==> src/rtl/mem_bus_arbiter.sv <==
// Two-master arbiter for the shared memory bus. Grants are registered, contention is
// round-robin, an owner is preempted after MAX_HOLD contested cycles, and every owner change passes through one idle TURN cycle.
module mem_bus_arbiter #(
  parameter int ADDR_W   = 13,
  parameter int DATA_W   = 8,
  parameter int MAX_HOLD = 16
) (
  input  logic              clk,
  input  logic              rst,
  input  logic              req0,
  input  logic [ADDR_W-1:0] addr0,
  input  logic              rd0,
  input  logic              wr0,
  input  logic [DATA_W-1:0] wdata0,
  input  logic              req1,
  input  logic [ADDR_W-1:0] addr1,
  input  logic              rd1,
  input  logic              wr1,
  input  logic [DATA_W-1:0] wdata1,
  output logic              gnt0,
  output logic              gnt1,
  output logic [DATA_W-1:0] rdata,
  output logic [ADDR_W-1:0] mem_addr,
  output logic              mem_rd,
  output logic              mem_wr,
  output logic [DATA_W-1:0] mem_dout,
  output logic              mem_doe,
  input  logic [DATA_W-1:0] mem_din,
  output logic              proto_err
);

  localparam logic [1:0] IDLE = 2'd0;
  localparam logic [1:0] OWN0 = 2'd1;
  localparam logic [1:0] OWN1 = 2'd2;
  localparam logic [1:0] TURN = 2'd3;

  localparam int CNT_W = $clog2(MAX_HOLD + 1);
  localparam logic [CNT_W-1:0] HOLD_MAX  = CNT_W'(MAX_HOLD);
  localparam logic [CNT_W-1:0] HOLD_LAST = CNT_W'(MAX_HOLD - 1);

  logic [1:0]       state_q, state_d;
  logic             last_owner_q, last_owner_d;
  logic [CNT_W-1:0] hold_cnt_q, hold_cnt_d;
  logic             proto_err_q, proto_err_d;

  logic owned, sel, own_req, other_req, own_rd, own_wr, clash;

  assign owned     = (state_q == OWN0) || (state_q == OWN1);
  assign sel       = (state_q == OWN1);
  assign own_req   = sel ? req1 : req0;
  assign other_req = sel ? req0 : req1;
  assign own_rd    = sel ? rd1 : rd0;
  assign own_wr    = sel ? wr1 : wr0;
  assign clash     = owned && own_rd && own_wr;

  assign gnt0      = (state_q == OWN0);
  assign gnt1      = (state_q == OWN1);
  assign rdata     = mem_din;
  assign proto_err = proto_err_q;

  // Bus outputs follow the registered owner only, so a non-owner can never reach memory.
  always_comb begin
    mem_addr = '0;
    mem_dout = '0;
    mem_rd   = 1'b0;
    mem_wr   = 1'b0;
    if (owned) begin
      mem_addr = sel ? addr1 : addr0;
      mem_dout = sel ? wdata1 : wdata0;
      mem_rd   = own_rd && !clash;
      mem_wr   = own_wr && !clash;
    end
    mem_doe = mem_wr;
  end

  always_comb begin
    state_d      = state_q;
    last_owner_d = last_owner_q;
    hold_cnt_d   = '0;
    proto_err_d  = clash;
    case (state_q)
      IDLE: begin
        if (req0 && req1)
          state_d = last_owner_q ? OWN0 : OWN1;
        else if (req0)
          state_d = OWN0;
        else if (req1)
          state_d = OWN1;
      end
      OWN0, OWN1: begin
        if (other_req)
          hold_cnt_d = (hold_cnt_q == HOLD_MAX) ? hold_cnt_q : hold_cnt_q + CNT_W'(1);
        if (!own_req) begin
          last_owner_d = sel;
          hold_cnt_d   = '0;
          state_d      = other_req ? TURN : IDLE;
        end else if (other_req && hold_cnt_q == HOLD_LAST) begin
          last_owner_d = sel;
          hold_cnt_d   = '0;
          state_d      = TURN;
        end
      end
      default: begin
        // The waiting port is always the one that did not own the bus last.
        if (last_owner_q ? req0 : req1)
          state_d = last_owner_q ? OWN0 : OWN1;
        else if (last_owner_q ? req1 : req0)
          state_d = last_owner_q ? OWN1 : OWN0;
        else
          state_d = IDLE;
      end
    endcase
  end

  always_ff @(posedge clk or posedge rst) begin
    if (rst) begin
      state_q      <= IDLE;
      last_owner_q <= 1'b1;
      hold_cnt_q   <= '0;
      proto_err_q  <= 1'b0;
    end else begin
      state_q      <= state_d;
      last_owner_q <= last_owner_d;
      hold_cnt_q   <= hold_cnt_d;
      proto_err_q  <= proto_err_d;
    end
  end

endmodule
==> config.mk <==
export PLATFORM = sky130hd
export DESIGN_NAME = mem_bus_arbiter
export DESIGN_NICKNAME = d
export VERILOG_FILES = /design/src/rtl/mem_bus_arbiter.sv
export SDC_FILE = /design/constraint.sdc
export NUM_CORES = 1
export LEC_CHECK = 0
export ABC_AREA = 0
export CORE_ASPECT_RATIO = 0.8
export CORE_MARGIN = 3
export CORE_UTILIZATION = 32
export CTS_CLUSTER_DIAMETER = 80
export DETAILED_ROUTE_END_ITERATION = 10
export PLACE_DENSITY = 0.84
export SKIP_LAST_GASP = 1
export SYNTH_ARGS = -nofsm -noshare
export SYNTH_HDL_FRONTEND = slang
export SYNTH_SLANG_ARGS = --single-unit
export TNS_END_PERCENT = 5
==> constraint.sdc <==
create_clock -name clk -period 2.4 [get_ports clk]
set_input_delay 0.48 -clock clk [delete_from_list [all_inputs] [get_ports clk]]
set_output_delay 0.48 -clock clk [all_outputs]
set_load 0.01 [all_outputs]
# Yosys cells after proc, flatten, opt, wreduce, memory -nomap -nowiden
# Cells that the tools add are included.
dict set report classes {
  n_addsub 1
  reduce_logical 12
  eq_ne 8
  mux 30
}
# op n
set ops {}
lappend ops {{2-to-1 mux 13 bit} 2}
lappend ops {{2-to-1 mux 5 bit} 5}
lappend ops {{2-to-1 mux 2 bit} 10}
lappend ops {{2-to-1 mux 8 bit} 2}
lappend ops {{2-to-1 mux 1 bit} 10}
lappend ops {{logical AND 1 bit} 6}
lappend ops {{adder 5 x 1 -> 5 bit, second input constant} 1}
lappend ops {{== test 5 x 4 -> 1 bit, second input constant} 1}
lappend ops {{== test 5 bit, second input constant} 1}
lappend ops {{inequality test 5 bit, second input constant} 1}
lappend ops {{inequality test 4 bit, second input constant} 1}
lappend ops {{one-hot mux 2 bit (2 select lines)} 1}
lappend ops {{AND reduction 2 bit} 2}
lappend ops {{inequality test 3 bit, second input constant} 1}
lappend ops {{== test 2 x 1 -> 1 bit, second input constant} 1}
lappend ops {{== test 2 bit, second input constant} 1}
lappend ops {{zero test 2 bit} 1}
lappend ops {{inequality test 2 x 1 -> 1 bit, second input constant} 1}
lappend ops {{OR reduction 2 bit} 1}
lappend ops {{zero test 1 bit} 1}
lappend ops {{logical OR 1 bit} 1}
dict set report word_totals {
  inputBits 58
  reg_bits 9
}

# Logic depth before layout (Yosys ltp)
# Gate-level depths: netlist of run 1.
dict set report depth {
  depth_word 7
  depth_mapped 7
}

# Least setup slack after synthesis of run 1
# OpenSTA, ideal clock, no wires.
dict set report synth_path {
  path_kind {register to output}
  startpoint {register state_q[0]}
  endpoint {output port mem_wr}
  slack_ns 0.269
  t_arrival_ns 1.651
  required_ns 1.920
  path_buffers 3
  path_stages_with_launch 8
  cell_sequence {dfrtp_1 inv_1 ha_1 buf_4 buf_2 a32oi_1 nor2b_1 buf_4}
}
dict set report synth_via {
  elab_chain_len 7
  elab_cells_between_ends 10
}
# item line_no
set synth_lines {}
lappend synth_lines {{start: declaration} 41} ;# logic [1:0] state_q, state_d;
lappend synth_lines {{start signal: assignment} 122} ;# state_q <= state_d;
lappend synth_lines {{== test 2 bit (*)} --}
lappend synth_lines {{named net gnt1} 21} ;# output logic gnt1,
lappend synth_lines {{2-to-1 mux 1 bit or logical OR 1 bit (tied branches)} {52, 48}}
lappend synth_lines {{logical AND 1 bit (2 in a row)} 54} ;# assign clash = owned && own_rd && own_wr;
lappend synth_lines {{zero test 1 bit} 71} ;# mem_wr = own_wr && !clash;
lappend synth_lines {{logical AND 1 bit} 71}
lappend synth_lines {{2-to-1 mux 1 bit (*)} 67} ;# if (owned) begin
lappend synth_lines {{end: declaration} 25} ;# output logic mem_wr,
# Mark *: on every way through the listed nets, which the timed path passes. The rest lies on a longest branch.

# Worst setup path after layout of run 1
dict set report layout_path {
  startpoint {register state_q[0]}
  endpoint {output port mem_dout[3]}
}
dict set report layout_via {
  elab_chain_len 3
  elab_cells_between_ends 5
}
# item line_no
set layout_lines {}
lappend layout_lines {{== test 2 bit or == test 2 x 1 -> 1 bit (tied branches)} {48, 49}}
lappend layout_lines {{2-to-1 mux 8 bit or logical OR 1 bit (tied branches)} {69, 48}}
lappend layout_lines {{2-to-1 mux 8 bit (*)} 67}
lappend layout_lines {{end: declaration} 26} ;# output logic [DATA_W-1:0] mem_dout,
# Mark *: on every way between the ends. The rest lies on a longest branch, timed or not.

==> results of run 1 <==
## layout by cell type, fill, tap and decap left out, drive strengths merged, types with 2 or more instances in the layout
master          n
ha              7
o21ai           3
a21oi           4
inv            11
and2            2
clkdlybuf4s50  74
clkbuf          4
nor2            7
mux2i          22
nand2           7
nor2b          23
dfrtp           8
nand3           2
nor3            3
mux2            3
a21bo           2
buf             6
## final cells by class
class | instances | area (sq um)
clock buffers | 4 | 45.0
fillers | 274 | 1250
multi-input cells | 95 | 717
repair buffers | 82 | 820
flip-flops and latches | 9 | 226
well taps | 40 | 50.0
inverters | 11 | 41.3
## routing by layer
layer  global-route usage [%]  vias to the layer above  share of wire, %
li1                         -                      573                 -
met3                     4.68                        0               7.5
met1                     17.8                      493                42
met4                     1.61                        0                 0
met5                        0                        -                 0
met2                     25.0                       41                50
## cell families (layout without fill, tap and decap cells)
logic type                 count (synthesis)  count (layout)  share of synthesized area, %
AOI/OAI and AO/OA                         14              14                          9.01
xor gates and xnor gates                   1               1                         0.808
adders and majority gates                  7               7                          8.08
buffers and inverters                     26              97                          12.9
DFF                                        9               9                          20.9
muxes                                     25              25                          23.4
and+or+nand+nor                           48              48                          24.8
## state kept, by name, indices dropped and copies added (netlist names)
register      flops
hold_cnt_q        5
proto_err         1
last_owner_q      1
state_q           2
## cell usage after synthesis
cell / instances / share of area (%)
inv_1: 11 / 3.8
nand2_1: 7 / 2.4
nand4bb_1: 1 / 1.0
xor2_1: 1 / 0.81
a221oi_1: 1 / 0.81
mux2i_1: 22 / 20
mux2_2: 1 / 1.0
a22oi_1: 1 / 0.69
a32oi_1: 1 / 0.81
a21oi_1: 4 / 1.8
buf_4: 11 / 7.6
and3_1: 1 / 0.58
nand3_1: 2 / 0.92
o32ai_1: 1 / 0.81
dfrtp_1: 8 / 18
a21bo_1: 1 / 0.92
a21bo_2: 1 / 0.92
dfstp_2: 1 / 2.4
o21ai_0: 3 / 1.4
nor2_1: 7 / 2.4
and2_1: 2 / 1.2
mux2_1: 2 / 2.1
nand4b_1: 1 / 0.81
nor3_1: 3 / 1.4
a2bb2oi_1: 1 / 0.81
nor4b_1: 1 / 0.81
ha_1: 7 / 8.1
clkbuf_1: 3 / 1.0
nor2b_1: 23 / 13
buf_2: 1 / 0.46
## path summary, 6_finish.rpt
kind	from	endpoint	slack, ps	cells after the start
worst min-delay path	rst	hold_cnt_q[3]$_DFFE_PP0P_	510	2
worst max-delay path	state_q[0]$_DFFE_PP0P_	mem_dout[3]	-160	7
worst min register to register	last_owner_q$_DFFE_PP1P_	last_owner_q$_DFFE_PP1P_	550	2
max in group asynchronous	rst	last_owner_q$_DFFE_PP1P_	1590	2
min in group clk	last_owner_q$_DFFE_PP1P_	last_owner_q$_DFFE_PP1P_	550	2
worst max register to register	hold_cnt_q[0]$_DFFE_PP0P_	state_q[0]$_DFFE_PP0P_	370	7
## worst max-delay path, cell delays in order (launching register included)
cell,delay (ps)
dfrtp_1,390
inv_1,80
ha_1,230
buf_12,160
buf_4,180
mux2i_1,120
nor2b_1,110
clkdlybuf4s50_1,580
## power groups by stage
stage               combinational [mW]  sequential (mW)  clock, mW
floorplan                        0.939            0.229          0
global placement                  1.75            0.233          0
detailed placement                1.76            0.235          0
CTS                               1.76            0.232      0.178
global route                      1.89            0.241      0.190
finish                            1.74            0.232      0.176
## stage by stage
step	hold WS (ps)	TNS, ps	util (%)	cells	setup WS [ps]
2_1_floorplan	307	0	-	130	269
3_3_place_gp	538	-44.0	58.8	237	-44.0
3_5_place_dp	537	-31.0	58.8	237	-31.0
4_1_cts	532	-2070	60.2	241	-166
5_1_grt	565	-4440	60.2	241	-286
6_report	513	-1720	60.2	241	-160
==> impl_metrics.py, run 1 <==
metrics = {
    "run_status": {
        "status": "finished, violations left",
        "violations": "setup timing",
    },
    "layout": {
        "syn2layout_area_growth_pct": 75.3,
        "drive_above_1_share_pct": 5.97,
        "fin_area_sq_mm": 0.00190,
        "antennaDiodeCount": 0,
        "fin_nets": 267,
    },
    "clock_network": {
        "cts_buffers": 3,
        "ctsHtreeMaxLevel": 1,
        "clock_latency_ps": 230,
        "hold_buffers": 0,
        "clkSinkCount": 9,
        "clk_root_buffer_cell": "clkbuf_8",
        "cts_buffer_depth": 2,
        "path_clk_slew_ps": 50,
        "cts_tree": "done",
        "ctsResizeCount": 1,
        "post-cts-setup-buffers": 0,
    },
    "die": {
        "fp.dieH_um": 58.0,
        "die_w_um": 71.1,
        "die_area_sq_mm": 0.00412,
        "rows": 18,
        "num_io_pins": 93,
        "initial_core_util_pct": 34.4,
        "core_area_sq_mm": 0.00315,
    },
    "synthesis": {
        "yosysWarnings": 0,
        "syn_nets": 195,
        "syn_area_sq_mm": 0.00108,
        "ys_seq_elements": 9,
        "syn_avg_cell_area_sq_um": 8.33,
        "synth.distinct_cells": 30,
        "syn_inst": 130,
        "synth.yosys.seq_area_share_pct": 20.9,
    },
    "placed_design": {
        "port_buffers": 76,
        "place_area_sq_mm": 0.00185,
        "gp_congestion": 0.740,
        "dpl.hpwl_um": 2630,
    },
    "worst_setup_path": {
        "cp-end-kind": "primary output",
        "crit_path_max_fanout": 18,
        "critPathRequiredTime_ps": 1920,
        "cp-start-kind": "flop",
        "worst-endpoint-arrival_ps": 2080,
        "crit_type": "reg2out",
    },
    "sta": {
        "worst_pin_slew_ps": 386,
        "finalCriticalPeriod_ps": 2560,
        "min_period_over_period_pct": 107,
        "rsz0062_at_grt": "true",
        "slew_headroom_pct": 73.9,
        "slew_viol_final": 0,
        "fmax_ghz": 0.391,
        "hold_violations": 0,
        "setup_viol": 15,
        "fin_skew_ps": 6.17,
        "worst_slack_ps": -160,
    },
    "power_and_ir_drop": {
        "p_leak_nw": 0.815,
        "power_frac_comb_pct": 81.0,
        "pwr-share-clk_pct": 8.2,
        "ir_worst_vdd_mv": 0.618,
        "p_sw_share_pct": 38.5,
        "total_power_mw": 2.15,
        "p_int_mw": 1.32,
        "seqPwrFrac_pct": 10.8,
        "switchingPower_uw": 827,
        "power.density_mw_per_mm2": 1130,
    },
    "global_routing": {
        "grt_pass1_vias": 1069,
        "antenna_found_initial": 0,
        "grt_first_pass_wirelength_um": 4750,
        "grt_max_degree": 19,
        "grt_usage_pct": 14.3,
        "overflow": 0,
    },
    "route": {
        "drtAntennaViolNets": 0,
        "routed_wl_um": 3070,
        "drc": 0,
        "viasPerCell": 4.59,
        "routedWlPerCell_um": 12.7,
        "first_pass_iters": 4,
        "drt_iter0_markers": 61,
        "vias": 1107,
    },
    "worst_hold_path": {
        "hp-class": "in2async",
    },
    "job": {
        "maxCapViolations": 0,
    },
}
No activity file was read; power rests on OpenSTA's default activity.
==> run 2: changes to the inputs <==
REMOVE_ABC_BUFFERS = 1   (was default)
==> run 2 against run 1 <==
  * The run still ends with setup timing left
  * Clock power is 3% lower
  * Worst setup slack better by 98 ps
  * Clock skew is 3.1 ps lower
  * Core utilization is 1.6 points higher
  * Power is 4.9% higher
  * Flip-flop and latch count stayed put
  * Die area stayed put
  * Combinational power is 6% higher
  * Register-to-register slack better by 110 ps
  * First-iteration DRC count is 48% lower
  * Sequential power is 3% lower
  * Largest power group unchanged
==> impl_metrics.py, run 2 (synthesis results as in run 1) <==
metrics = {
    "run_status": {
        "status": "finished, violations left",
        "violations": "setup timing",
    },
    "sta": {
        "worst_pin_slew_ps": 406,
        "holdWs_ps": 514,
        "rsz0062_at_grt": "true",
        "min_period_over_period_pct": 103,
        "worst_slack_ps": -61.2,
        "setup_tns_ps": -436,
        "slew_headroom_pct": 72.6,
        "hold_violations": 0,
        "fmax_ghz": 0.406,
        "finalCriticalPeriod_ps": 2460,
        "setup_viol": 15,
        "slew_viol_final": 0,
        "fin_skew_ps": 3.03,
    },
    "global_routing": {
        "antenna_found_initial": 0,
        "grt_max_degree": 17,
        "grt_first_pass_wirelength_um": 4990,
        "grt_usage_pct": 14.8,
        "grt_pass1_vias": 1157,
        "overflow": 0,
    },
    "die": {
        "fp.dieH_um": 58.0,
        "die_w_um": 71.1,
        "rows": 18,
        "num_io_pins": 93,
        "core_area_sq_mm": 0.00315,
        "die_area_sq_mm": 0.00412,
        "initial_core_util_pct": 34.4,
    },
    "clock_network": {
        "cts_buffers": 3,
        "path_clk_slew_ps": 40,
        "post-cts-setup-buffers": 0,
        "cts_tree": "done",
        "ctsHtreeMaxLevel": 1,
        "clk_root_buffer_cell": "clkbuf_8",
        "cts_buffer_depth": 2,
        "clkSinkCount": 9,
        "clock_latency_ps": 230,
    },
    "layout": {
        "layout_commonest_cell": "clkdlybuf4s50_1",
        "regMostFlops": "hold_cnt_q",
        "instances_no_fill": 244,
        "antennaDiodeCount": 0,
        "drive_above_1_share_pct": 7.84,
        "fill_cells": 265,
        "fin_area_sq_mm": 0.00195,
        "largestRegisters": "hold_cnt_q (5), state_q (2)",
        "fin_nets": 270,
        "syn2layout_area_growth_pct": 79.9,
        "largest_reg_flops": 5,
        "mostFrequentLayoutCells": "clkdlybuf4s50_1 (74), nor2b_1 (23), mux2i_1 (22)",
    },
    "power_and_ir_drop": {
        "power.density_mw_per_mm2": 1150,
        "p_leak_nw": 0.835,
        "ir_worst_vdd_mv": 0.605,
    },
    "worst_setup_path": {
        "path_cells": "inv_1 -> ha_2 -> buf_12 -> buf_4 -> mux2i_1 -> nor2b_1 -> clkdlybuf4s50_1",
        "crit_path_max_fanout": 16,
        "crit_type": "reg2out",
        "critPathRequiredTime_ps": 1920,
        "cp-end-kind": "primary output",
        "worst-endpoint-arrival_ps": 1980,
        "cp_slowest_cell": "clkdlybuf4s50_1",
        "max_stage_delay_ps": 550,
        "cp-start-kind": "flop",
    },
    "placed_design": {
        "gp_congestion": 0.756,
        "dpl.hpwl_um": 2750,
        "place_area_sq_mm": 0.00190,
        "place_inst": 240,
        "port_buffers": 76,
    },
    "job": {
        "maxCapViolations": 0,
    },
    "route": {
        "viasPerCell": 4.64,
        "drtAntennaViolNets": 0,
        "routedWlPerCell_um": 12.8,
        "drc": 0,
        "routed_wl_um": 3140,
        "drt_iter0_markers": 32,
        "vias": 1131,
        "first_pass_iters": 4,
    },
    "worst_hold_path": {
        "hp-class": "in2async",
    },
}
-- run 2: cell count changes in the layout (fill, tap and decap cells not counted), sizes merged --
| cell | delta |
|---|---|
| buf | +3 |
-- run 2: critical path, delay by kind of cell (launching register included) --
| kind | cells | cell delay [ps] |
|---|---|---|
| fa+ha+maj | 1 | 230 |
| simple gates | 1 | 120 |
| buf+inv | 4 | 960 |
| mux | 1 | 70 |
| flops | 1 | 370 |
-- run 2: routing by layer --
| metal | vias up | wire [um] | track usage (%) | share of wire (%) |
|---|---|---|---|---|
| li1 | 581 | - | - | - |
| met1 | 500 | 1300 | 17.5 | 42 |
| met2 | 46 | 1600 | 25.6 | 51 |
| met3 | 4 | 190 | 4.68 | 6.1 |
| met4 | 0 | 42 | 4.83 | 1.3 |
| met5 | - | 0 | 0 | 0 |
-- run 2: layout make-up --
type	count	area [sq um]	area share, %
Clock buffer	4	45.0	2.31
Inverter	11	41.3	2.12
Multi-Input combinational cell	95	719	36.9
Sequential cell	9	226	11.6
Tap cell	40	50.0	2.57
Timing Repair Buffer	85	867	44.5
-- run 2: final timing paths --
| path | from | end | slack (ps) | cells past startpoint |
|---|---|---|---|---|
| setup / recovery | state_q[0]$_DFFE_PP0P_ | mem_dout[0] | -60 | 7 |
| hold / removal | rst | state_q[0]$_DFFE_PP0P_ | 510 | 2 |
| setup reg to reg | hold_cnt_q[0]$_DFFE_PP0P_ | state_q[0]$_DFFE_PP0P_ | 480 | 7 |
| hold reg to reg | last_owner_q$_DFFE_PP1P_ | last_owner_q$_DFFE_PP1P_ | 540 | 2 |
| max in group asynchronous | rst | last_owner_q$_DFFE_PP1P_ | 1590 | 2 |
| min in group clk | last_owner_q$_DFFE_PP1P_ | last_owner_q$_DFFE_PP1P_ | 540 | 2 |
-- run 2: stage by stage --
step,setup slack (ps),util [%],total power [mW]
finish,-61.2,61.8,2.25
global route,-178,61.8,2.43
detailed placement,-28.5,60.3,2.11
floorplan,-118,-,1.11
CTS,-81.4,61.7,2.29
global placement,16.0,60.3,2.09
-- run 2: power by group --
group | leakage [nW] | switching [mW] | internal, mW
clock network | 0.0228 | 0.0544 | 0.115
logic | 0.695 | 0.758 | 1.10
registers | 0.118 | 0.0284 | 0.198
total | 0.835 | 0.841 | 1.41
-- run 2: what timing repair did --
item / in CTS / in global routing
endpoints found under the setup margin: 18 / 23
hold buffers: 0 / 0
cloned: 0 / 0
pin swaps: 0 / 0
gates resized for setup: 2 / 1
==> run 3: changes to the inputs <==
CTS_CLUSTER_DIAMETER = 40   (was 80)
CTS_CLUSTER_SIZE = 20   (was default)
==> results of run 3 <==
The final DEF is identical to that of run 2; final timing and power are the same.
